--- src/rtl/class_hvec_search.sv ---
// Nearest-class search: buffers a query hypervector, sweeps every class/frame of the class-vector
// source and reports the class with the smallest Hamming distance.
module class_hvec_search #(
    parameter int unsigned DI_PARALLEL_W_BITS = 64,
    parameter int unsigned NUM_CLASSES        = 8,
    parameter int unsigned NUM_FRAMES         = 3,
    parameter int unsigned CLASS_ID_W         = 3,
    parameter int unsigned FRAME_IDX_W        = 2,
    parameter int unsigned DIST_W             = 8
) (
    input  logic                          clk,
    input  logic                          rst_n,
    input  logic                          q_valid,
    output logic                          q_ready,
    input  logic [DI_PARALLEL_W_BITS-1:0] q_data,
    output logic [CLASS_ID_W-1:0]         frame_id,
    output logic [FRAME_IDX_W-1:0]        frame_index,
    input  logic [DI_PARALLEL_W_BITS-1:0] class_vec_in,
    output logic                          result_valid,
    input  logic                          result_ready,
    output logic [CLASS_ID_W-1:0]         pred_class,
    output logic [DIST_W-1:0]             min_dist,
    output logic                          busy
);

    localparam logic [FRAME_IDX_W-1:0] LastFrm = FRAME_IDX_W'(NUM_FRAMES - 1);
    localparam logic [CLASS_ID_W-1:0]  LastCls = CLASS_ID_W'(NUM_CLASSES - 1);

    typedef enum logic [1:0] {
        StLoad,
        StSearch,
        StResult
    } state_e;

    state_e                        state_q, state_d;
    logic [FRAME_IDX_W-1:0]        q_cnt_q, q_cnt_d;
    logic [FRAME_IDX_W-1:0]        frm_q, frm_d;
    logic [CLASS_ID_W-1:0]         cls_q, cls_d;
    logic [DIST_W-1:0]             acc_q, acc_d;
    logic [DIST_W-1:0]             best_dist_q, best_dist_d;
    logic [CLASS_ID_W-1:0]         best_cls_q, best_cls_d;
    logic [DI_PARALLEL_W_BITS-1:0] query_q [NUM_FRAMES];

    logic                          q_fire;
    logic [DI_PARALLEL_W_BITS-1:0] diff;
    logic [DIST_W-1:0]             pc;
    logic [DIST_W-1:0]             total;

    assign q_fire = (state_q == StLoad) && q_valid;

    // Query buffer has no reset: every slot is rewritten before a search can start.
    always_ff @(posedge clk) begin
        if (q_fire) begin
            query_q[q_cnt_q] <= q_data;
        end
    end

    assign diff = query_q[frm_q] ^ class_vec_in;

    always_comb begin
        pc = '0;
        for (int i = 0; i < DI_PARALLEL_W_BITS; i++) begin
            pc = pc + DIST_W'(diff[i]);
        end
    end

    assign total = acc_q + pc;

    always_comb begin
        state_d     = state_q;
        q_cnt_d     = q_cnt_q;
        frm_d       = frm_q;
        cls_d       = cls_q;
        acc_d       = acc_q;
        best_dist_d = best_dist_q;
        best_cls_d  = best_cls_q;

        case (state_q)
            StLoad: begin
                if (q_valid) begin
                    if (q_cnt_q == LastFrm) begin
                        q_cnt_d = '0;
                        state_d = StSearch;
                    end else begin
                        q_cnt_d = q_cnt_q + 1'b1;
                    end
                end
            end
            StSearch: begin
                if (frm_q != LastFrm) begin
                    acc_d = total;
                    frm_d = frm_q + 1'b1;
                end else begin
                    // Strict compare: on a tie the lower class index wins.
                    if (cls_q == '0 || total < best_dist_q) begin
                        best_dist_d = total;
                        best_cls_d  = cls_q;
                    end
                    acc_d = '0;
                    frm_d = '0;
                    if (cls_q == LastCls) begin
                        cls_d   = '0;
                        state_d = StResult;
                    end else begin
                        cls_d = cls_q + 1'b1;
                    end
                end
            end
            StResult: begin
                if (result_ready) begin
                    state_d = StLoad;
                    cls_d   = '0;
                    frm_d   = '0;
                    acc_d   = '0;
                end
            end
            default: begin
                state_d = StLoad;
            end
        endcase
    end

    always_ff @(posedge clk or negedge rst_n) begin
        if (!rst_n) begin
            state_q     <= StLoad;
            q_cnt_q     <= '0;
            frm_q       <= '0;
            cls_q       <= '0;
            acc_q       <= '0;
            best_dist_q <= '0;
            best_cls_q  <= '0;
        end else begin
            state_q     <= state_d;
            q_cnt_q     <= q_cnt_d;
            frm_q       <= frm_d;
            cls_q       <= cls_d;
            acc_q       <= acc_d;
            best_dist_q <= best_dist_d;
            best_cls_q  <= best_cls_d;
        end
    end

    assign q_ready      = (state_q == StLoad);
    assign busy         = (state_q == StSearch);
    assign result_valid = (state_q == StResult);
    assign frame_id     = busy ? cls_q : '0;
    assign frame_index  = busy ? frm_q : '0;
    assign pred_class   = best_cls_q;
    assign min_dist     = best_dist_q;

endmodule

--- config.mk ---
export PLATFORM = sky130hd
export DESIGN_NAME = class_hvec_search
export DESIGN_NICKNAME = d
export VERILOG_FILES = /design/src/rtl/class_hvec_search.sv
export SDC_FILE = /design/constraint.sdc
export NUM_CORES = 1
export LEC_CHECK = 0
export ABC_AREA = 1
export CAP_MARGIN = 20
export CORE_MARGIN = 2
export CORE_UTILIZATION = 48
export CTS_CLUSTER_SIZE = 25
export DETAILED_ROUTE_END_ITERATION = 7
export PLACE_DENSITY = 0.82
export SLEW_MARGIN = 20
export SYNTH_ARGS = -nofsm -noshare
export SYNTH_HDL_FRONTEND = slang
export SYNTH_SLANG_ARGS = --single-unit
--- constraint.sdc ---
create_clock -name clk -period 7.97 [get_ports clk]
set_input_delay 1.1955 -clock clk [delete_from_list [all_inputs] [get_ports clk]]
set_output_delay 1.1955 -clock clk [all_outputs]
set_load 0.01 [all_outputs]
## Yosys cells after proc, flatten, opt, wreduce, memory -nomap -nowiden

Memory sizes are Yosys's and may differ from the RTL's.
Cells that the tools add are included.

| word-level totals | value |
|---|---|
| register bits | 28 |
| memory bits (writable) | 192 |
| input bits | 132 |
| output and inout port bits | 19 |
| logic and storage cells | 118 |
| memories | 1 |

Memories:

| memory | words | bits a word | read ports | clocked after Yosys merged registers in | wr ports | line | source |
|---|---|---|---|---|---|---|---|
| query_q | 3 | 64 | 1 | 0 | 1 | 42 | `logic [DI_PARALLEL_W_BITS-1:0] query_q [NUM_FRAMES];` |

| operators by class | value |
|---|---|
| $add $sub $neg | 67 |
| magnitude comparators | 1 |
| equal/unequal tests | 10 |
| mux-type cells | 20 |
| bitwise gates (word level) | 2 |
| reductions and logical operators | 10 |

Operator list:

| kind | number |
|---|---|
| adder 8 x 1 -> 8 bit | 56 |
| XOR 64 bit | 1 |
| two-way mux 2 bit | 8 |
| two-way mux 8 bit | 2 |
| case mux 8 bit (2 select lines) | 1 |
| two-way mux 3 bit | 4 |
| adder 7 x 1 -> 8 bit | 1 |
| adder 8 bit | 1 |
| < comparator 8 bit | 1 |
| adder 6 x 1 -> 7 bit | 1 |
| adder 5 x 1 -> 6 bit | 1 |
| inequality test 2 x 1 -> 1 bit, second input constant | 3 |
| inequality test 2 bit, second input constant | 3 |
| case mux 2 bit (3 select lines) | 1 |
| case mux 3 bit (2 select lines) | 1 |
| AND reduction 3 bit | 2 |
| adder 4 x 1 -> 5 bit | 1 |
| AND reduction 5 bit | 1 |
| adder 2 x 1 -> 2 bit, second input constant | 2 |
| adder 3 x 1 -> 4 bit | 1 |
| == test 2 bit, second input constant | 2 |
| case mux 2 bit (2 select lines) | 1 |
| AND reduction 2 bit | 2 |
| adder 2 x 1 -> 3 bit | 1 |
| 11 further kinds | 12 |

## Depth between registers and ports, before layout

Gate-level depths: netlist of the first run.
An unclocked memory read counts as a cell.

| depth | value |
|---|---|
| depth after elaboration | 69 |
| mapped depth | 38 |
| gate-level depth less buffers | 36 |

## Worst setup path after synthesis of the first run

OpenSTA, ideal clock, no wires.

| timing | value |
|---|---|
| path kind | input-to-reg |
| from | input class_vec_in[26] |
| to | register best_dist_q[0], in the netlist min_dist[0] |
| library setup time | 0.117 ns |
| arrival time | 7.665 ns |
| required time | 7.853 ns |
| path slack | 0.188 ns |
| stages | 28 |
| path buffers | 1 |
| cells stage by stage | xor2_1 -> fa_1 -> inv_1 -> fa_1 -> inv_1 -> fa_1 -> fa_1 -> fa_1 -> fa_1 -> inv_1 -> fa_1 -> fa_1 -> fa_1 -> fa_1 -> inv_1 -> nand3_1 -> nand3_1 -> xor2_1 -> ha_1 -> nand2_1 -> nor2_1 -> nand2_1 -> nand2_1 -> nand2_1 -> nand2_1 -> buf_2 -> nand2_1 -> nand2_1 |

| between the ends | value |
|---|---|
| cells in the longest elaborated chain, start to end | 43 |

Ends and longest elaborated chain:

| item | line | source |
|---|---|---|
| start, declared | 18 | `input logic [DI_PARALLEL_W_BITS-1:0] class_vec_in,` |
| XOR 64 bit | 58 | `assign diff = query_q[frm_q] ^ class_vec_in;` |
| adder 8 x 1 -> 8 bit (38 in a row) | 63 | `pc = pc + DIST_W'(diff[i]);` |
| adder 8 bit | 67 | `assign total = acc_q + pc;` |
| net total[4] | 47 | `logic [DIST_W-1:0] total;` |
| < comparator 8 bit | 95 | `if (cls_q == '0 \|\| total < best_dist_q) begin` |
| logical OR 1 bit | 95 |  |
| AND reduction 3 bit (no source line) | - |  |
| end signal, assigned | 138 | `best_dist_q <= best_dist_d;` |
| end, declared | 40 | `logic [DIST_W-1:0] best_dist_q, best_dist_d;` |

The timed path passes the listed nets, and every way through them passes these cells.
A chain may end at the register's enable or synchronous reset.

## Worst setup path in the final report of the first run

| timing | value |
|---|---|
| from | register frm_q[0] |
| to | register best_cls_q[0], in the netlist pred_class[0] |

| between the ends | value |
|---|---|
| cells in the longest elaborated chain, start to end | 69 |
| elaborated cells on any way between the ends | 71 |
| those cells by class | add/sub (64); order compare (1); eq/ne (1); bitwise (2); reduce/logical (2); memory (1) |

Ends and longest elaborated chain:

| item | line | source |
|---|---|---|
| start, declared | 37 | `logic [FRAME_IDX_W-1:0] frm_q, frm_d;` |
| start signal, assigned | 135 | `frm_q <= frm_d;` |
| memory read (3 x 64 bit) * | - |  |
| XOR 64 bit * | 58 |  |
| adder 1 x 1 -> 2 bit | 63 |  |
| adder 2 x 1 -> 3 bit | 63 |  |
| adder 3 x 1 -> 4 bit | 63 |  |
| adder 4 x 1 -> 5 bit | 63 |  |
| adder 5 x 1 -> 6 bit | 63 |  |
| adder 6 x 1 -> 7 bit | 63 |  |
| adder 7 x 1 -> 8 bit | 63 |  |
| adder 8 x 1 -> 8 bit (55 in a row) | 63 |  |
| adder 8 x 1 -> 8 bit * | 63 |  |
| adder 8 bit * | 67 |  |
| net total[3] | 47 |  |
| < comparator 8 bit * | 95 |  |
| logical OR 1 bit * | 95 |  |
| AND reduction 3 bit (no source line) * | - |  |
| end signal, assigned | 139 | `best_cls_q <= best_cls_d;` |
| end, declared | 41 | `logic [CLASS_ID_W-1:0] best_cls_q, best_cls_d;` |

The timed path passes the listed nets; every way through them passes the cells marked *.

==> results of run 1 <==
[through the flow]
step	instance area [sq um]	util (%)
floorplan	10770	-
global placement	12860	58.75
detailed placement	12860	58.75
CTS	13690	62.52
global route	14260	65.16
finish	14260	65.16
[worst min-delay path by stage]
stage	slack [ps]	endpoint	start
after global placement	470	pred_class[0]$_DFFE_PN0P_	pred_class[0]$_DFFE_PN0P_
after floorplan	460	acc_q[5]$_DFFE_PN0P_	acc_q[5]$_DFFE_PN0P_
after detailed placement	470	pred_class[2]$_DFFE_PN0P_	pred_class[2]$_DFFE_PN0P_
final	500	pred_class[2]$_DFFE_PN0P_	pred_class[2]$_DFFE_PN0P_
after global routing	540	pred_class[1]$_DFFE_PN0P_	pred_class[1]$_DFFE_PN0P_
after CTS	490	pred_class[2]$_DFFE_PN0P_	pred_class[2]$_DFFE_PN0P_
[area by class of cell]
cell class | count | area share (%)
antenna | 1 | 0.01754
clock buffer | 32 | 4.491
timing repair buffer | 215 | 15.44
multi-input combinational | 563 | 28.76
sequential | 220 | 45.35
inverter | 85 | 2.254
clock inverter | 12 | 1.237
tap | 280 | 2.456
[kinds of logic (layout without fill, tap and decap cells)]
group | count (synthesis) | count (layout) | share of synthesized area, %
flip-flops | 220 | 220 | 60.04
other | 0 | 1 | 0
adder cells (fa/ha/maj) | 90 | 90 | 14.36
AO/OA/AOI/OAI | 21 | 21 | 1.208
AND/OR/NAND/NOR | 384 | 385 | 14.64
buffers and inverters | 108 | 344 | 4.299
XOR/XNOR | 67 | 67 | 5.449
[Yosys cell counts (all sizes together), types with 5 or more instances]
cell,instances,area [sq um]
edfxtp,192,5766
o21ai,5,25.02
xor2,44,385.4
buf,21,136.4
a21oi,6,30.03
nand2,278,1046
inv,84,315.3
nand3,85,425.4
ha,34,425.4
fa,56,1121
dfrtp,28,700.7
xnor2,23,201.4
nor2,14,65.06
[timing repair]
action	in CTS	in global routing
hold buffers	0	0
cloned	0	6
endpoints found under the setup margin	11	11
buffers inserted	0	19
pin swaps	0	49
gates resized for setup	3	64
[critical path: cells and delay by family (launching register included)]
kind	cells	cell delay (ps)
AOI/OAI and AO/OA	2	310
xor gates and xnor gates	2	420
adders and majority gates	10	4760
buffers and inverters	10	1040
DFF	1	440
and+or+nand+nor	10	850
[sequential cells by signal (all words and copies together), names as in the netlist]
register    flops
pred_class      3
cls_q           3
acc_q           8
frm_q           2
state_q         2
query_q       192
min_dist        8
q_cnt_q         2
[routing by layer]
layer	vias up	track usage (%)	part of all wire (%)	wire (um)
met4	2	6.466	3.3	839
met2	263	34.90	50	12680
met5	-	0	0.052	13
met1	3427	25.39	40	10100
li1	3381	-	-	-
met3	59	3.495	6.3	1590
[placed cells by master (no fill, tap or decap), types with 6 or more instances in the layout]
master	n
nand3_2	12
dfrtp_1	26
buf_12	8
ha_1	32
edfxtp_1	192
inv_1	72
nand3_1	73
clkbuf_1	7
nand2_1	270
xnor2_1	19
clkbuf_16	28
buf_4	47
nor2_1	9
buf_6	6
inv_2	11
xor2_2	9
clkdlybuf4s50_1	142
dlymetal6s2s_1	8
xor2_1	35
fa_1	53
==> impl_results.md, run 1 <==
- Nets: 1331
- CTS Buf Count: 24
- Initial Util: 49.19%
- Number of global-route vias before repair: 7184
- Relative slew slack: 32.42%
- FP Rows: 54
- CP Class: register to register
- Final min period: 7888 ps
- Cells after DPL: 1338
- Worst setup path start: frm_q[0]$_DFFE_PN0P_
- GRT Total Usage: 19.95%
- CP Data Required Time: 8430 ps
- Tcrit/Tclk final: 98.97%
- Maximum number of pins on one net before global-route repair: 66
- Leading register cell type out of synthesis: edfxtp_1
- DRC viols: 0
- Setup violators final: 0
- Critical Path Most Common Cell: fa_1
- CP Capture Point: pred_class[0]$_DFFE_PN0P_
- Drt total wl: 25220 um
- Max Buffers Root-to-Sink: 3
- First-pass GRT wire length: 36650 um
- Post-DP HPWL: 16410 um
- Final hold vios: 0
- Critical register-to-register path startpoint: frm_q[0]$_DFFE_PN0P_
- RSZ-0062 raised after global routing: true
- Synth Area per Inst: 12.10 sq um
- Clock slew at reported path FFs: 70 ps
- CP endpoint kind: register
- Multi-input combinational cell area: 4103 sq um
- Synthesized net count: 1112
- Asr flop ratio synth: 12.73%
- Reg2Reg Setup Slack: 80 ps
- Post-route insts no fill: 1408
- Post-synthesis cell type count: 30
- Max cap viols: 0
- Final Max Slew Viols: 0
- CTS tree: done
- Grt ovf: 0
- Via density: 5.065
- Worst Hold Class: register to register
- R2R cell count: 34
- CTS H-Tree Depth: 1
- Syn Inst Count: 890
- Synthesized flop and latch total: 220
- Worst path arrival time: 8340 ps
- Ys Warns: 0
- # port buffers: 150
- Post-synth EDFFs: 192
- Pre-CTS setup slack: -700.8 ps
- Storage element area: 6469 sq um
- Crit start category: register
- Worst setup margin: 82.34 ps
- Placer Congestion: 0.8573
- DRT iter0 DRCs: 450
- Initial antenna violation count: 2
- Clock Latency Late Sink: 540 ps
- Clock skew: 20.87 ps
- Hold Crit Depth: 2
- Io pins: 151
- Status: completed
- Post-synthesis cell area: 10770 sq um
- Area grow syn2layout: 32.46%
- Seq/Total Area, Yosys: 60.04%
- Die height: 153.8 um
- Crit-path slowest cell: fa_1
- Share of layout cells above drive strength 1: 14.37%
- Reg-to-Reg End: pred_class[0]$_DFFE_PN0P_
- CP Max Fanout: 12
- Fmax: 126.8 MHz
- Tightest hold margin: 497.0 ps
- DR vias: 7132
- Core footprint: 21890 sq um
- Die Wd: 153.8 um
- Drt pass-1 iters: 5
- Antenna-violating nets left: 0
- CTS Sinks: 220
- Filler Cell Count: 1562
- Worst Tran Pin Value: 1014 ps
- Die area: 23650 sq um
- DR WL/cell: 17.91 um
- Clock root buffer: clkbuf_16
- Setup TNS: 0 ps
- Max incr delay on CP: 570 ps
Power of run 1 is not shown: default switching activity piles up to over one toggle a cycle in this logic, so the estimate is an artifact.
==> inputs of run 2 (changes only) <==
Settings changed: ABC_CLOCK_PERIOD_IN_PS set to 7970, CORE_ASPECT_RATIO set to 0.5.
==> run 2 against run 1 <==
  * Critical path depth increased by 1
  * Sequential share of layout area increased by 0.067 points
  * Register-to-register slack got worse by 70 ps
==> impl_results.md, run 2 (same netlist as run 1, synthesis figures left out) <==
- Status: completed
- Tightest hold margin: 484.3 ps (-12.78 ps)
- Post-CTS Hold Fix Bufs: 0 (unchanged)
- Final min period: 7962 ps (+74.50 ps)
- Grt ovf: 0 (unchanged)
- Drt pass-1 iters: 5 (unchanged)
- Filler Cell Count: 1442 (-7.7%)
- Nets: 1318 (-0.98%)
- Drt total wl: 28940 um (+15%)
- Core footprint: 21820 sq um (-0.31%)
- Pre-CTS setup slack: -593.9 ps (+106.9 ps)
- Initial antenna violation count: 1 (-1)
- Final hold vios: 0 (unchanged)
- Max incr delay on CP: 560 ps (about the same)
- FP Rows: 38 (-30%)
- Relative slew slack: 31.34% (-1.1 points)
- Setup TNS: 0 ps (unchanged)
- Die Wd: 215.8 um (+40%)
- Max reg flops: 192 (unchanged)
- GR Util met2: 39.32% (+4.4 points)
- CP Class: register to register
- CP endpoint kind: register
- Setup violators final: 0 (unchanged)
- CP Max Fanout: 6 (-6)
- CTS tree: done
- Initial Util: 49.35% (+0.15 points)
- # port buffers: 150 (unchanged)
- Placer Congestion: 0.8689 (+1.4%)
- CP Data Required Time: 8360 ps (-70 ps)
- Max cap viols: 0 (unchanged)
- Crit-path slowest cell: fa_1
- Worst path arrival time: 8350 ps (about the same)
- Clock skew: 14.84 ps (-6.026 ps)
- Die height: 109.9 um (-29%)
- Cells after DPL: 1349 (+0.82%)
- Number of global-route vias before repair: 7459 (+3.8%)
- Antenna-violating nets left: 0 (unchanged)
- CTS Sinks: 220 (unchanged)
- Final Max Slew Viols: 0 (unchanged)
- Tcrit/Tclk final: 99.90% (+0.93 points)
- DR WL/cell: 20.51 um (+14%)
- Clock root buffer: clkbuf_16
- Post-route insts no fill: 1411 (+0.21%)
- RSZ-0062 raised after global routing: true
- Critical Path Most Common Cell: fa_1
- Met3 Use GR: 3.181% (-0.31 points)
- First-pass GRT wire length: 39000 um (+6.4%)
- CTS H-Tree Depth: 1 (unchanged)
- CTS Buf Count: 21 (-13%)
- Worst setup margin: 7.843 ps (-74.50 ps)
- Grt met1 use: 26.55% (+1.2 points)
- Fmax: 125.6 MHz (-0.94%)
- Most frequent cells in the layout: 260 x nand2_1, 192 x edfxtp_1, 130 x clkdlybuf4s50_1
- Commonest non-fill, non-tap cell in the layout: nand2_1
- Worst Tran Pin Value: 1030 ps (+16.09 ps)
- DRC viols: 0 (unchanged)
- Via density: 5.339 (+5.4%)
- DR vias: 7534 (+5.6%)
- Max Buffers Root-to-Sink: 3 (unchanged)
- Share of layout cells above drive strength 1: 14.79% (+0.41 points)
- Die area: 23720 sq um (+0.31%)
- Io pins: 151 (unchanged)
- Clock Latency Late Sink: 500 ps (-40 ps)
- Worst Hold Class: register to register
- Buf/Inv on CP: 9 (-1)
- GR peak layer: met2
- Crit start category: register
- DRT iter0 DRCs: 650 (+44%)
- CP top delay family: adder cells
- Maximum number of pins on one net before global-route repair: 66 (unchanged)
- Largest Register: query_q
- Clock slew at reported path FFs: 60 ps (about the same)
- Area grow syn2layout: 32.24%
- Post-DP HPWL: 17280 um (+5.3%)
- GRT Total Usage: 21.54% (+1.6 points)
-- run 2: layout make-up --
cell class              instances  area [sq um]  area share, %
inverters                      85         319.1          2.240
clock buffers                  33         598.1          4.200
diodes                          2         5.005        0.03514
multi-input cells             562          4207          29.54
repair buffers                206          2228          15.65
clock inverters                 3         41.29         0.2899
well taps                     300         375.4          2.636
flip-flops and latches        220          6467          45.41
-- run 2: worst paths after layout --
path	start	end	slack [ps]	cells after the start
worst max register to register	frm_q[0]$_DFFE_PN0P_	min_dist[2]$_DFFE_PN0P_	8	35
min in group asynchronous	rst_n	frm_q[1]$_DFFE_PN0P_	1060	2
worst max-delay path	frm_q[0]$_DFFE_PN0P_	min_dist[2]$_DFFE_PN0P_	8	35
worst min-delay path	pred_class[0]$_DFFE_PN0P_	pred_class[0]$_DFFE_PN0P_	480	2
max in group asynchronous	rst_n	frm_q[1]$_DFFE_PN0P_	6630	2
worst min register to register	pred_class[0]$_DFFE_PN0P_	pred_class[0]$_DFFE_PN0P_	480	2
-- run 2: what timing repair did --
item,CTS,global route
setup endpoints to repair,11,11
gates resized for setup,4,99
endpoints found under the hold margin,0,0
cloned,0,8
pin swaps,8,53
setup buffers,0,18
-- run 2: per-stage QoR --
| stage | area [sq um] | util, % |
|---|---|---|
| after floorplan | 10770 | - |
| after global placement | 12830 | 58.79 |
| after detailed placement | 12830 | 58.79 |
| after CTS | 13490 | 61.82 |
| after global routing | 14240 | 65.24 |
| final | 14240 | 65.26 |
-- run 2: metal layers --
| metal | routed length, um | share of wire (%) |
|---|---|---|
| met5 | 0 | 0 |
| met4 | 1083 | 3.7 |
| met3 | 1982 | 6.8 |
| met2 | 14490 | 50 |
| met1 | 11390 | 39 |
-- run 2: worst register-to-register path, delay by kind of cell (launching register included) --
kind	cells	cell delay (ps)
xor+xnor	2	390
fa+ha+maj	11	5170
buf+inv	9	860
flops	1	420
simple gates	13	1000
Power of run 2 is left out for the same reason.
